<file path="src/rtl/vc_buffer_onoff_ctrl.sv">
// vc_buffer_onoff_ctrl: per-VC circular flit FIFOs at a router input with hysteretic on/off signalling; optional OFF-cycle stats under `ONOFF_STATS_EN.
// Latency: a pushed flit shows on flit_o/empty_o one edge after it is written; on_off_o moves on the same edge as the count.
// Backpressure: upstream obeys on_off_o; a push to a full VC is dropped and flagged on sticky overflow_o; pops of an empty VC are ignored.
module vc_buffer_onoff_ctrl #(
   parameter int   VC_NUM      = 2,
   parameter int   BUFFER_SIZE = 8,
   parameter int   FLIT_W      = 64,
   parameter int   OFF_THRESH  = 2,
   parameter int   ON_THRESH   = 4,
   localparam int  VC_W        = (VC_NUM > 1) ? $clog2(VC_NUM) : 1
) (
   input  logic                     clk,
   input  logic                     rst,
   input  logic                     valid_flit_i,
   input  logic [VC_W-1:0]          vc_id_i,
   input  logic [FLIT_W-1:0]        flit_i,
   input  logic                     read_i,
   input  logic [VC_W-1:0]          read_vc_i,
   output logic [VC_NUM*FLIT_W-1:0] flit_o,
   output logic [VC_NUM-1:0]        empty_o,
   output logic [VC_NUM-1:0]        on_off_o,
   output logic                     overflow_o,
   output logic [VC_NUM*16-1:0]     off_cycles_o
);

   localparam int CNT_W = $clog2(BUFFER_SIZE + 1);
   localparam int PTR_W = (BUFFER_SIZE > 1) ? $clog2(BUFFER_SIZE) : 1;
   localparam logic [CNT_W-1:0] L_SIZE = CNT_W'(BUFFER_SIZE);
   localparam logic [CNT_W-1:0] L_OFF  = CNT_W'(OFF_THRESH);
   localparam logic [CNT_W-1:0] L_ON   = CNT_W'(ON_THRESH);
   localparam logic [PTR_W-1:0] L_LAST = PTR_W'(BUFFER_SIZE - 1);

   typedef enum logic {ST_OFF = 1'b0, ST_ON = 1'b1} onoff_state_t;

   logic [VC_NUM-1:0] w_ovf;
   logic              r_overflow;

   for (genvar v = 0; v < VC_NUM; v++) begin : g_vc
      logic [FLIT_W-1:0] r_mem [BUFFER_SIZE];
      logic [PTR_W-1:0]  r_wr_ptr;
      logic [PTR_W-1:0]  r_rd_ptr;
      logic [CNT_W-1:0]  r_count;
      onoff_state_t      r_state;
      logic              w_wr_sel;
      logic              w_full;
      logic              w_empty;
      logic              w_push;
      logic              w_pop;
      logic [CNT_W-1:0]  w_cnt_next;
      logic [CNT_W-1:0]  w_free_next;

      // Full is judged on the pre-pop count, so a push+pop on a full VC drops the push.
      assign w_wr_sel    = valid_flit_i && (vc_id_i == VC_W'(v));
      assign w_full      = (r_count == L_SIZE);
      assign w_empty     = (r_count == '0);
      assign w_push      = w_wr_sel && !w_full;
      assign w_pop       = read_i && (read_vc_i == VC_W'(v)) && !w_empty;
      assign w_ovf[v]    = w_wr_sel && w_full;
      assign w_cnt_next  = r_count + CNT_W'(w_push) - CNT_W'(w_pop);
      assign w_free_next = L_SIZE - w_cnt_next;

      always_ff @(posedge clk or negedge rst) begin
         if (!rst) begin
            r_wr_ptr <= '0;
            r_rd_ptr <= '0;
            r_count  <= '0;
            r_state  <= ST_ON;
         end else begin
            if (w_push) r_wr_ptr <= (r_wr_ptr == L_LAST) ? '0 : r_wr_ptr + PTR_W'(1);
            if (w_pop)  r_rd_ptr <= (r_rd_ptr == L_LAST) ? '0 : r_rd_ptr + PTR_W'(1);
            r_count <= w_cnt_next;
            // Hysteresis: between the two thresholds the previous state is held.
            case (r_state)
               ST_ON:   if (w_free_next <= L_OFF) r_state <= ST_OFF;
               ST_OFF:  if (w_free_next >= L_ON)  r_state <= ST_ON;
               default: r_state <= ST_ON;
            endcase
         end
      end

      always_ff @(posedge clk) begin
         if (w_push) r_mem[r_wr_ptr] <= flit_i;
      end

      assign flit_o[v*FLIT_W +: FLIT_W] = r_mem[r_rd_ptr];
      assign empty_o[v]                 = w_empty;
      assign on_off_o[v]                = (r_state == ST_ON);

`ifdef ONOFF_STATS_EN
      logic [15:0] r_off_cycles;

      always_ff @(posedge clk or negedge rst) begin
         if (!rst) begin
            r_off_cycles <= '0;
         end else if (r_state == ST_OFF && r_off_cycles != 16'hFFFF) begin
            r_off_cycles <= r_off_cycles + 16'd1;
         end
      end

      assign off_cycles_o[v*16 +: 16] = r_off_cycles;
`else
      assign off_cycles_o[v*16 +: 16] = '0;
`endif
   end

   always_ff @(posedge clk or negedge rst) begin
      if (!rst) r_overflow <= 1'b0;
      else      r_overflow <= r_overflow | (|w_ovf);
   end

   assign overflow_o = r_overflow;

endmodule

</file>
<file path="config.mk">
export PLATFORM = sky130hd
export DESIGN_NAME = vc_buffer_onoff_ctrl
export DESIGN_NICKNAME = d
export VERILOG_FILES = /design/src/rtl/vc_buffer_onoff_ctrl.sv
export SDC_FILE = /design/constraint.sdc
export NUM_CORES = 1
export LEC_CHECK = 0
export BUFFER_PORTS_ARGS = -buffer_cell sky130_fd_sc_hd__buf_2
export CAP_MARGIN = 20
export CORE_ASPECT_RATIO = 1.5
export CORE_MARGIN = 3
export CORE_UTILIZATION = 37
export DETAILED_ROUTE_END_ITERATION = 10
export GPL_ROUTABILITY_DRIVEN = 0
export PLACE_DENSITY = 0.57
export SLEW_MARGIN = 25
export SYNTH_ARGS = -nofsm -noshare
export SYNTH_HDL_FRONTEND = slang
export SYNTH_SLANG_ARGS = --single-unit
</file>
<file path="constraint.sdc">
create_clock -name clk -period 8.6 [get_ports clk]
set_input_delay 1.72 -clock clk [delete_from_list [all_inputs] [get_ports clk]]
set_output_delay 1.72 -clock clk [all_outputs]
set_load 0.01 [all_outputs]
</file>
==> flow_summary_export.csv, run 1 <==
group,metric,value,unit
outcome,status,"finished, final reports clean",
detailed_routing,first_iter_violations,1418,
clocking,clock-sinks,1047,
setup_path,r2r_slack,4940,ps
detailed_routing,routed_wirelength,92200,µm
clocking,post_cts_buffers,0,
clocking,holdBufCountCts,0,
setup_path,r2r_start,"g_vc[1].r_count[2]$_DFF_PN0_",
sta,final.period_utilization,62.7,%
logic_synthesis,synth_top_area_share,76.5,%
sta,post-route-min-period,5390,ps
logic_synthesis,synthAdderAreaFrac,0.847,%
die,core.rowCount,147,
sta,maxSlewViolCount,0,
logic_synthesis,synth_seq_cells,1047,
logic_synthesis,yosys.area_share.simple,0.784,%
layout,area_delta_synth_final,14.4,%
setup_path,endpoint_kind,"output pin",
clocking,clk_latency,680,ps
grt,grt_pass1_wl,134000,µm
logic_synthesis,synth_area_leaders,"edfxtp_1 76%, mux4_2 14%, mux2_2 3.8%",
logic_synthesis,seq_area_frac_synth,77.9,%
die,die_h,410,µm
setup_path,r2r-end,"g_vc[1].r_state$_DFF_PN1_",
setup_path,path_buf_inv,3,
logic_synthesis,synth-compound-area-share,0.240,%
setup_path,crit_slowest_cell,"dfrtp_4",
die,coreArea,107000,µm²
setup_path,endpoint,"flit_o[64]",
pwr,powerDensity,324,nW/µm²
setup_path,cp.required,6880,ps
setup_path,crit_family,"buffers and inverters",
detailed_routing,drtPass1Iterations,7,
sta,tightest_slew,1000,ps
logic_synthesis,yosysWarnings,0,
logic_synthesis,synth_cell_types,42,
die,die_w,275,µm
layout,fin_nets,2038,
logic_synthesis,synth.avg_cell_area,24.0,µm²
run,max-cap-violations,0,
logic_synthesis,syn-cell-area,40200,µm²
setup_path,crit_cells,5,
clocking,clkTransAtPathRegs,60,ps
grt,grtUsageTotal,16.5,%
worst_hold_path,hp-class,"register to register",
die,die_area,113000,µm²
logic_synthesis,async_flop_share,2.20,%
pwr,peakVddDrop,0.217,mV
setup_path,slowest_delay,820,ps
detailed_routing,dr_total_vias,17766,
clocking,ctsRootBufferMaster,"clkbuf_16",
logic_synthesis,synth_edf_count,1024,
place,dp_hpwl,50600,µm
pwr,p_total,14900,µW
sta,slew_headroom,33.2,%
sta,setup_ws,3210,ps
setup_path,reg2reg_depth,12,
logic_synthesis,syn_inst,1672,
logic_synthesis,synth_top_family_by_area,"multiplexers",
sta,holdWs,471,ps
clocking,cts_max_level,3,
clocking,cts_tree,"built",
detailed_routing,drc,0,
detailed_routing,wl_per_cell,26.8,µm
die,pin_count,235,
clocking,cts.path.max_buffers,3,
detailed_routing,vias_per_cell,5.17,
clocking,cts-buffers-inserted,98,
layout,layout-drive-gt1-share,40.0,%
setup_path,cp.arrival,3670,ps
place,place_ws,3600,ps
setup_path,critPathLaunchType,"register",
sta,fin_skew,29.9,ps
layout,nFillCells,9288,
grt,overflow,0,
sta,max_freq,186,MHz
logic_synthesis,yosysTopAreaCell,"edfxtp_1",
sta,setup_viol,0,
die,initial_core_util,37.4,%
grt,grt_pass1_vias,19467,
setup_path,startpoint,"g_vc[1].r_rd_ptr[0]$_DFFE_PN0P_",
logic_synthesis,ys.flop_type,"edfxtp_1",
sta,final.setup.tns,0,ps
setup_path,path_max_fanout,44,
detailed_routing,antenna_left,0,
pwr,leakagePower,0.0148,µW
setup_path,crit_type,"register to output pin",
clocking,cts_resized,0,
logic_synthesis,yosys.area_share.xor_xnor,0.0654,%
grt,antenna_found_initial,5,
sta,hold_violations,0,
setup_path,path_cells,"buf_12 > buf_4 > mux4_2 > mux2_2 > buf_2",
logic_synthesis,synth.area.mux_share,18.1,%
grt,grt_start_max_net_pins,67,
sta,rsz0062_at_grt,"no",
place,port_buffers,202,
-- worst register-to-register path: cells and delay by family (launching register included) --
kind / cells / cell delay [ps]
and+or+nand+nor: 4 / 1500
DFF: 1 / 360
buffers and inverters: 2 / 170
adders and majority gates: 4 / 1210
AOI/OAI and AO/OA: 2 / 340
-- routing by layer --
layer	part of all wire (%)	track usage [%]	vias up
met5	0	0	-
met4	2.6	5.63	0
met3	4.4	2.65	128
met2	52	28.8	433
met1	41	20.9	9684
li1	-	-	7521
-- cell usage after synthesis, drive strengths merged (5+ instances only) --
| library cell | n |
|---|---|
| ha | 24 |
| nor2 | 14 |
| nor3 | 8 |
| o21ai | 5 |
| mux4 | 256 |
| dfrtp | 21 |
| nand2 | 8 |
| buf | 82 |
| clkbuf | 27 |
| edfxtp | 1024 |
| mux2 | 135 |
| nand2b | 9 |
| inv | 20 |
-- stage by stage --
| stage | util, % | instances | instance area (µm²) |
|---|---|---|---|
| 6_report | 42.8 | 3435 | 46000 |
| 5_1_grt | 42.8 | 3433 | 46000 |
| 4_1_cts | 42.8 | 3430 | 46000 |
| 3_5_place_dp | 39.9 | 3256 | 42900 |
| 3_3_place_gp | 39.9 | 3253 | 42800 |
| 2_1_floorplan | - | 1703 | 40300 |
-- cells in the final DEF (no fill, tap or decap), types with 2 or more instances in the layout --
| cell type | n |
|---|---|
| o21ai_0 | 5 |
| nand4_1 | 2 |
| nor3b_1 | 3 |
| nand2_1 | 8 |
| clkbuf_1 | 16 |
| edfxtp_1 | 1024 |
| nor2_1 | 5 |
| nor3_1 | 2 |
| inv_6 | 6 |
| mux4_2 | 256 |
| clkinv_8 | 2 |
| diode_2 | 4 |
| conb_1 | 32 |
| nor3_2 | 6 |
| buf_4 | 37 |
| xor2_1 | 2 |
| nand2b_1 | 9 |
| a21oi_1 | 3 |
| buf_2 | 202 |
| clkbuf_16 | 98 |
| inv_1 | 20 |
| fa_1 | 2 |
| a21o_1 | 3 |
| mux2_2 | 135 |
| nand3_1 | 3 |
| buf_12 | 3 |
| clkinv_1 | 17 |
| clkinv_2 | 21 |
| dfrtp_1 | 15 |
| dfstp_2 | 2 |
| bufinv_16 | 7 |
| dfrtp_4 | 6 |
| clkinvlp_4 | 4 |
| buf_6 | 5 |
| ha_1 | 24 |
| clkinv_4 | 2 |
| nor2_4 | 9 |
-- report_power, final --
part           switching (µW)  internal [µW]  leakage [µW]
clock network            1870           2310       0.00150
logic                    2250           2100       0.00377
registers                 333           6050       0.00951
total                    4460          10500        0.0148
-- worst min-delay path by stage --
stage | cells past startpoint | slack, ps | startpoint | endpoint
after global routing | 1 | 500 | overflow_o$_DFF_PN0_ | overflow_o$_DFF_PN0_
after global placement | 1 | 440 | overflow_o$_DFF_PN0_ | overflow_o$_DFF_PN0_
after CTS | 1 | 480 | overflow_o$_DFF_PN0_ | overflow_o$_DFF_PN0_
after detailed placement | 1 | 460 | overflow_o$_DFF_PN0_ | overflow_o$_DFF_PN0_
final | 1 | 470 | overflow_o$_DFF_PN0_ | overflow_o$_DFF_PN0_
after floorplan | 2 | 460 | g_vc[1].r_state$_DFF_PN1_ | g_vc[1].r_state$_DFF_PN1_
-- state kept, by name (all words and copies together), names as in the netlist --
register       flops
g_vc.r_mem      1024
overflow_o         1
g_vc.r_rd_ptr      6
g_vc.r_state       2
g_vc.r_count       8
g_vc.r_wr_ptr      6
-- cells by family after synthesis --
group / Yosys count
AO/OA/AOI/OAI: 15
buffers and inverters: 129
AND/OR/NAND/NOR: 59
XOR/XNOR: 3
multiplexers: 392
adder cells (fa/ha/maj): 26
other: 1
flip-flops: 1047
-- cell type report --
type	instances	area, µm²	area share [%]
inverters	20	75.1	0.163
clock inverters	60	542	1.18
flip-flops and latches	1047	31400	68.2
repair buffers	248	1430	3.11
well taps	1415	1770	3.85
multi-input cells	527	8310	18.1
clock buffers	114	2510	5.46
diodes	4	10.0	0.0218
(Power assumes the default switching activity.)
==> run 2, diff against run 1 <==
--- a/config.mk
+++ b/config.mk
@@ -5,6 +5,7 @@
 export SDC_FILE = /design/constraint.sdc
 export NUM_CORES = 1
 export LEC_CHECK = 0
+export ABC_AREA = 1
 export BUFFER_PORTS_ARGS = -buffer_cell sky130_fd_sc_hd__buf_2
 export CAP_MARGIN = 20
 export CORE_ASPECT_RATIO = 1.5
@@ -12,7 +13,7 @@
 export CORE_UTILIZATION = 37
 export DETAILED_ROUTE_END_ITERATION = 10
 export GPL_ROUTABILITY_DRIVEN = 0
-export PLACE_DENSITY = 0.57
+export PLACE_DENSITY = 0.59
 export SLEW_MARGIN = 25
 export SYNTH_ARGS = -nofsm -noshare
 export SYNTH_HDL_FRONTEND = slang
==> constraint.sdc (replaced) <==
create_clock -name clk -period 4.9 [get_ports clk]
set_input_delay 0.98 -clock clk [delete_from_list [all_inputs] [get_ports clk]]
set_output_delay 0.98 -clock clk [all_outputs]
set_load 0.01 [all_outputs]
==> run 2 against run 1 <==
Routed wire length is 19% higher. Critical path type unchanged. Largest power group unchanged. Largest cell class unchanged. Critical endpoint is now flit_o[63]. Sequential share of layout area down 2.5 points. Global-route usage rose by 1.9 points. Via count up 50%.
==> flow_summary_export.csv, run 2 <==
group,metric,value,unit
detailed_routing,first_iter_violations,2160,
clocking,ctsRootBufferMaster,"clkbuf_16",
logic_synthesis,synth.avg_cell_area,12.0,µm²
layout,reg_top3,"g_vc.r_mem x1024, g_vc.r_count x8",
logic_synthesis,yosysTopAreaCell,"edfxtp_1",
detailed_routing,routed_wirelength,110000,µm
die,pin_count,235,
logic_synthesis,syn-cell-area,42100,µm²
setup_path,path_max_fanout,40,
grt,antenna_found_initial,13,
die,die_area,118000,µm²
die,core.rowCount,151,
layout,fin_nets,3772,
die,coreArea,113000,µm²
clocking,cts.path.max_buffers,3,
setup_path,cpMostUsedCell,"nand2_1",
grt,grtUsageTotal,18.4,%
pwr,leakagePower,0.0170,µW
grt,grt_start_max_net_pins,186,
clocking,clk_latency,700,ps
detailed_routing,wl_per_cell,21.1,µm
sta,fin_skew,39.3,ps
layout,area_delta_synth_final,13.4,%
clocking,cts_resized,0,
place,place_ws,1320,ps
place,dp_hpwl,61300,µm
setup_path,r2r_slack,1940,ps
setup_path,cp.arrival,3200,ps
logic_synthesis,synth_edf_count,1024,
run,max-cap-violations,0,
logic_synthesis,ys.flop_type,"edfxtp_1",
setup_path,r2r-end,"g_vc[1].r_mem[4][32]$_DFFE_PP_",
setup_path,crit_type,"register to output pin",
sta,rsz0062_at_grt,"no",
clocking,cts_max_level,3,
detailed_routing,vias_per_cell,5.10,
setup_path,crit_slowest_cell,"clkinv_2",
pwr,powerDensity,595,nW/µm²
layout,final_area,47800,µm²
sta,max_freq,239,MHz
logic_synthesis,netlist_top_cells_count,"1024 x edfxtp_1, 922 x nor2_1, 559 x nand2_1",
setup_path,reg2reg_depth,8,
sta,setup_viol,0,
clocking,cts_tree,"built",
sta,tightest_slew,1090,ps
layout,layout-drive-gt1-share,11.2,%
sta,post-route-min-period,4180,ps
detailed_routing,dr_total_vias,26563,
setup_path,critPathLaunchType,"register",
sta,setup_ws,724,ps
pwr,peakVddDrop,0.432,mV
clocking,clkTransAtPathRegs,70,ps
logic_synthesis,synth_area_leaders,"edfxtp_1 73%, nor2_1 8.2%, o21ai_0 5.7%",
setup_path,path_cells,"clkinv_2 > buf_4 > nand2_1 > nand2_1 > buf_2",
logic_synthesis,syn_inst,3522,
worst_hold_path,hp-class,"primary input to async pin",
sta,hold_violations,0,
logic_synthesis,synth_cell_types,24,
setup_path,cp.required,3920,ps
grt,grt_pass1_wl,162000,µm
setup_path,r2r_start,"g_vc[1].r_count[2]$_DFF_PN0_",
layout,stdcell_count,5211,
place,port_buffers,202,
grt,grt_pass1_vias,25640,
sta,maxSlewViolCount,0,
logic_synthesis,synth.most_common_cell,"edfxtp_1",
detailed_routing,drtPass1Iterations,5,
clocking,cts-buffers-inserted,98,
logic_synthesis,yosysWarnings,0,
sta,slew_headroom,27.5,%
clocking,holdBufCountCts,0,
clocking,post_cts_buffers,0,
detailed_routing,drc,0,
logic_synthesis,seq_area_frac_synth,74.4,%
die,die_w,281,µm
logic_synthesis,synth_seq_cells,1047,
place,placed_cell_area,44600,µm²
setup_path,endpoint_kind,"output pin",
layout,top_register,"g_vc.r_mem",
die,die_h,419,µm
grt,overflow,0,
sta,final.period_utilization,85.2,%
sta,final.setup.tns,0,ps
detailed_routing,antenna_left,0,
layout,layout_common_cells,"1024 x edfxtp_1, 906 x nor2_1, 559 x nand2_1",
clocking,clock-sinks,1047,
place,place_inst,5029,
pwr,p_total,28400,µW
logic_synthesis,synth_top_area_share,73.0,%
layout,largest_reg_flops,1024,
setup_path,slowest_delay,940,ps
layout,final_common_cell,"edfxtp_1",
logic_synthesis,async_flop_share,2.20,%
die,initial_core_util,37.3,%
outcome,status,"finished, final reports clean",
==> run 2: through the flow <==
| step | hold slack [ps] | util (%) |
|---|---|---|
| floorplan | 502 | - |
| global placement | 497 | 39.4 |
| detailed placement | 490 | 39.4 |
| CTS | 280 | 42.3 |
| global route | 316 | 42.3 |
| finish | 308 | 42.3 |
==> run 2: kinds of logic after synthesis <==
kind of cell	synth area share, %
compound gates	7.79
buf+inv	3.44
flops	74.4
simple gates	13.6
other cells	0.00890
fa+ha+maj	0.808
==> run 2: per-layer routing <==
| layer | global-route usage (%) | share of wire (%) | vias to the layer above |
|---|---|---|---|
| met5 | 0 | 0.031 | - |
| met4 | 5.46 | 2.4 | 6 |
| met3 | 2.75 | 5.5 | 150 |
| met2 | 31.8 | 50 | 766 |
| met1 | 24.0 | 42 | 13210 |
| li1 | - | - | 12431 |
==> run 2: power breakdown <==
group          internal [µW]  switching [µW]
registers              10600             337
logic                   2910            6980
clock network           4310            3310
total                  17800           10600
==> run 2: critical path, delay by kind of cell, from the launching register on <==
kind	cells	cell delay, ps
AND/OR/NAND/NOR	2	130
flip-flops	1	750
buffers and inverters	3	1610
==> run 2: how the worst max path moves through the flow <==
stage / start / to / slack, ps / depth (start not counted)
after floorplan: valid_flit_i / g_vc[0].r_mem[0][0]$_DFFE_PP_ / 290 / 6
after global placement: g_vc[0].r_rd_ptr[2]$_DFFE_PN0P_ / flit_o[2] / 1330 / 5
after detailed placement: g_vc[0].r_rd_ptr[2]$_DFFE_PN0P_ / flit_o[20] / 1320 / 5
after CTS: g_vc[0].r_rd_ptr[2]$_DFFE_PN0P_ / flit_o[20] / 570 / 5
after global routing: g_vc[0].r_rd_ptr[2]$_DFFE_PN0P_ / flit_o[20] / 530 / 5
final: g_vc[0].r_rd_ptr[2]$_DFFE_PN0P_ / flit_o[63] / 720 / 5
==> run 2: area by class of cell <==
class                           instances  area [µm²]
Multi-Input combinational cell       2224        9580
Antenna cell                            2        5.00
Clock buffer                          129        2660
Sequential cell                      1047       31400
Clock inverter                         51         524
Tap cell                             1453        1820
Fill cell                           10487       65200
Timing Repair Buffer                  254        1610
Inverter                               51         209
==> run 3, diff against run 2 <==
--- a/config.mk
+++ b/config.mk
@@ -5,7 +5,6 @@
 export SDC_FILE = /design/constraint.sdc
 export NUM_CORES = 1
 export LEC_CHECK = 0
-export ABC_AREA = 1
 export BUFFER_PORTS_ARGS = -buffer_cell sky130_fd_sc_hd__buf_2
 export CAP_MARGIN = 20
 export CORE_ASPECT_RATIO = 1.5
==> run 3 against run 2 <==
Non-clock buffer count down 10. Sequential share of layout area up 2.0 points. Combinational power down 22%. Sequential cell count unchanged. Maximum frequency up 3.6%. Total power down 6.6%. Critical path depth down 1. Sequential power about the same. Global-route usage down 2.6 points. Hold slack worse by 31 ps. Critical path type unchanged. Largest cell class unchanged. Highest routed layer unchanged.
==> flow_summary_export.csv, run 3 (synthesis gave the netlist of run 1 again) <==
group,metric,value,unit
outcome,status,"finished, final reports clean",
sta,fin_skew,30.2,ps
sta,final.period_utilization,82.3,%
layout,final_common_cell,"edfxtp_1",
die,die_area,113000,µm²
worst_hold_path,hp-class,"primary input to async pin",
die,coreArea,107000,µm²
grt,grt_pass1_wl,130000,µm
detailed_routing,wl_per_cell,25.4,µm
clocking,clock-sinks,1047,
setup_path,crit_family,"multiplexers",
detailed_routing,first_iter_violations,1407,
pwr,powerDensity,572,nW/µm²
detailed_routing,drc,0,
clocking,post_cts_buffers,0,
setup_path,cp.arrival,3050,ps
run,max-cap-violations,0,
die,initial_core_util,37.4,%
clocking,cts_resized,0,
clocking,clk_latency,710,ps
place,port_buffers,202,
grt,grt_start_max_net_pins,65,
detailed_routing,wl_met2,44300,µm
detailed_routing,vias_per_cell,5.18,
layout,layout-drive-gt1-share,39.9,%
sta,final.setup.tns,0,ps
die,die_w,275,µm
setup_path,endpoint_kind,"output pin",
die,core.rowCount,147,
grt,grt_pass1_vias,19469,
sta,max_freq,248,MHz
place,place_ws,1140,ps
place,dp_hpwl,47900,µm
clocking,clkTransAtPathRegs,60,ps
sta,post-route-min-period,4030,ps
layout,layout_common_cells,"1024 x edfxtp_1, 256 x mux4_2, 202 x buf_2",
clocking,ctsRootBufferMaster,"clkbuf_16",
setup_path,cp.required,3920,ps
grt,grtUsageTotal,15.9,%
layout,largest_reg_flops,1024,
sta,setup_viol,0,
pwr,leakagePower,0.0149,µW
detailed_routing,highest_layer,"met5",
setup_path,crit_slowest_cell,"dfrtp_4",
layout,fin_nets,2035,
clocking,cts_max_level,3,
die,die_h,410,µm
clocking,cts_tree,"built",
layout,reg_top3,"g_vc.r_mem x1024, g_vc.r_count x8",
detailed_routing,routed_wirelength,87400,µm
sta,setup_ws,869,ps
detailed_routing,dr_total_vias,17821,
sta,hold_violations,0,
grt,antenna_found_initial,8,
pwr,peakVddDrop,0.453,mV
clocking,holdBufCountCts,0,
setup_path,crit_type,"register to output pin",
clocking,cts-buffers-inserted,99,
grt,overflow,0,
detailed_routing,routedLengthMet1,36500,µm
setup_path,critPathLaunchType,"register",
setup_path,slowest_delay,850,ps
setup_path,path_max_fanout,40,
layout,top_register,"g_vc.r_mem",
setup_path,path_cells,"buf_12 > mux4_2 > mux2_2 > buf_2",
detailed_routing,antenna_left,0,
sta,slew_headroom,37.3,%
layout,area_delta_synth_final,15.3,%
detailed_routing,met3WireLength,4240,µm
pwr,p_total,26500,µW
sta,maxSlewViolCount,0,
clocking,cts.path.max_buffers,3,
setup_path,path_buf_inv,2,
detailed_routing,drtPass1Iterations,5,
sta,tightest_slew,938,ps
die,pin_count,235,
sta,rsz0062_at_grt,"no",
==> run 3: cell types whose count changed in the layout (fill, tap and decap cells not counted), sizes merged, moves of 10 or more <==
cell   change
nor2     -908
inv       -25
nand2    -551
o21ai    -647
mux4     +256
nand3     -24
buf       -10
mux2     +135
==> run 3: layout make-up <==
type	count	area [µm²]
antenna	2	5.00
clock buffer	123	2590
clock inverter	61	636
fill	9160	61000
inverter	20	75.1
multi-input combinational	527	8330
sequential	1047	31400
tap	1415	1770
timing repair buffer	244	1620
==> run 3: per-layer routing <==
metal / track usage, % / up-vias
li1: - / 7535
met1: 20.8 / 9665
met2: 26.6 / 492
met3: 2.88 / 127
met4: 5.26 / 2
met5: 0 / -
==> run 3: stage by stage <==
step                cells  hold WS (ps)  util, %  area [µm²]
finish               3439           277     43.2       46400
CTS                  3437           233     43.2       46400
floorplan            1703           455        -       40400
global route         3438           270     43.2       46400
global placement     3252           445     40.1       43100
detailed placement   3253           444     40.2       43100
==> run 3: worst paths after layout <==
check                                                     start                              end  slack [ps]  depth (start not counted)
worst max-delay path            g_vc[0].r_rd_ptr[0]$_DFFE_PN0P_                       flit_o[23]         870                          4
min in group clk                           overflow_o$_DFF_PN0_             overflow_o$_DFF_PN0_         450                          1
worst min register to register             overflow_o$_DFF_PN0_             overflow_o$_DFF_PN0_         450                          1
max in group asynchronous                                   rst  g_vc[0].r_rd_ptr[1]$_DFFE_PN0P_        4210                          1
worst min-delay path                                        rst             overflow_o$_DFF_PN0_         280                          1
worst max register to register     g_vc[1].r_count[2]$_DFF_PN0_        g_vc[1].r_state$_DFF_PN1_        1310                         12
==> run 3: power breakdown <==
part | switching, µW | internal (µW) | total [µW] | leakage, µW
clock | 3290 | 4310 | 7600 | 0.00158
sequential | 606 | 10600 | 11200 | 0.00951
combinational | 3930 | 3790 | 7720 | 0.00381
==> run 3: worst reg2reg max path, stage by stage, from the launching register on <==
cell     delay (ps)
dfrtp_1         350
inv_1            90
ha_1            180
or3b_2          460
nand3_1         390
ha_1            320
inv_1            60
ha_1            190
fa_1            500
or3_1           420
a22o_1          200
and4_1          190
o32ai_1         120
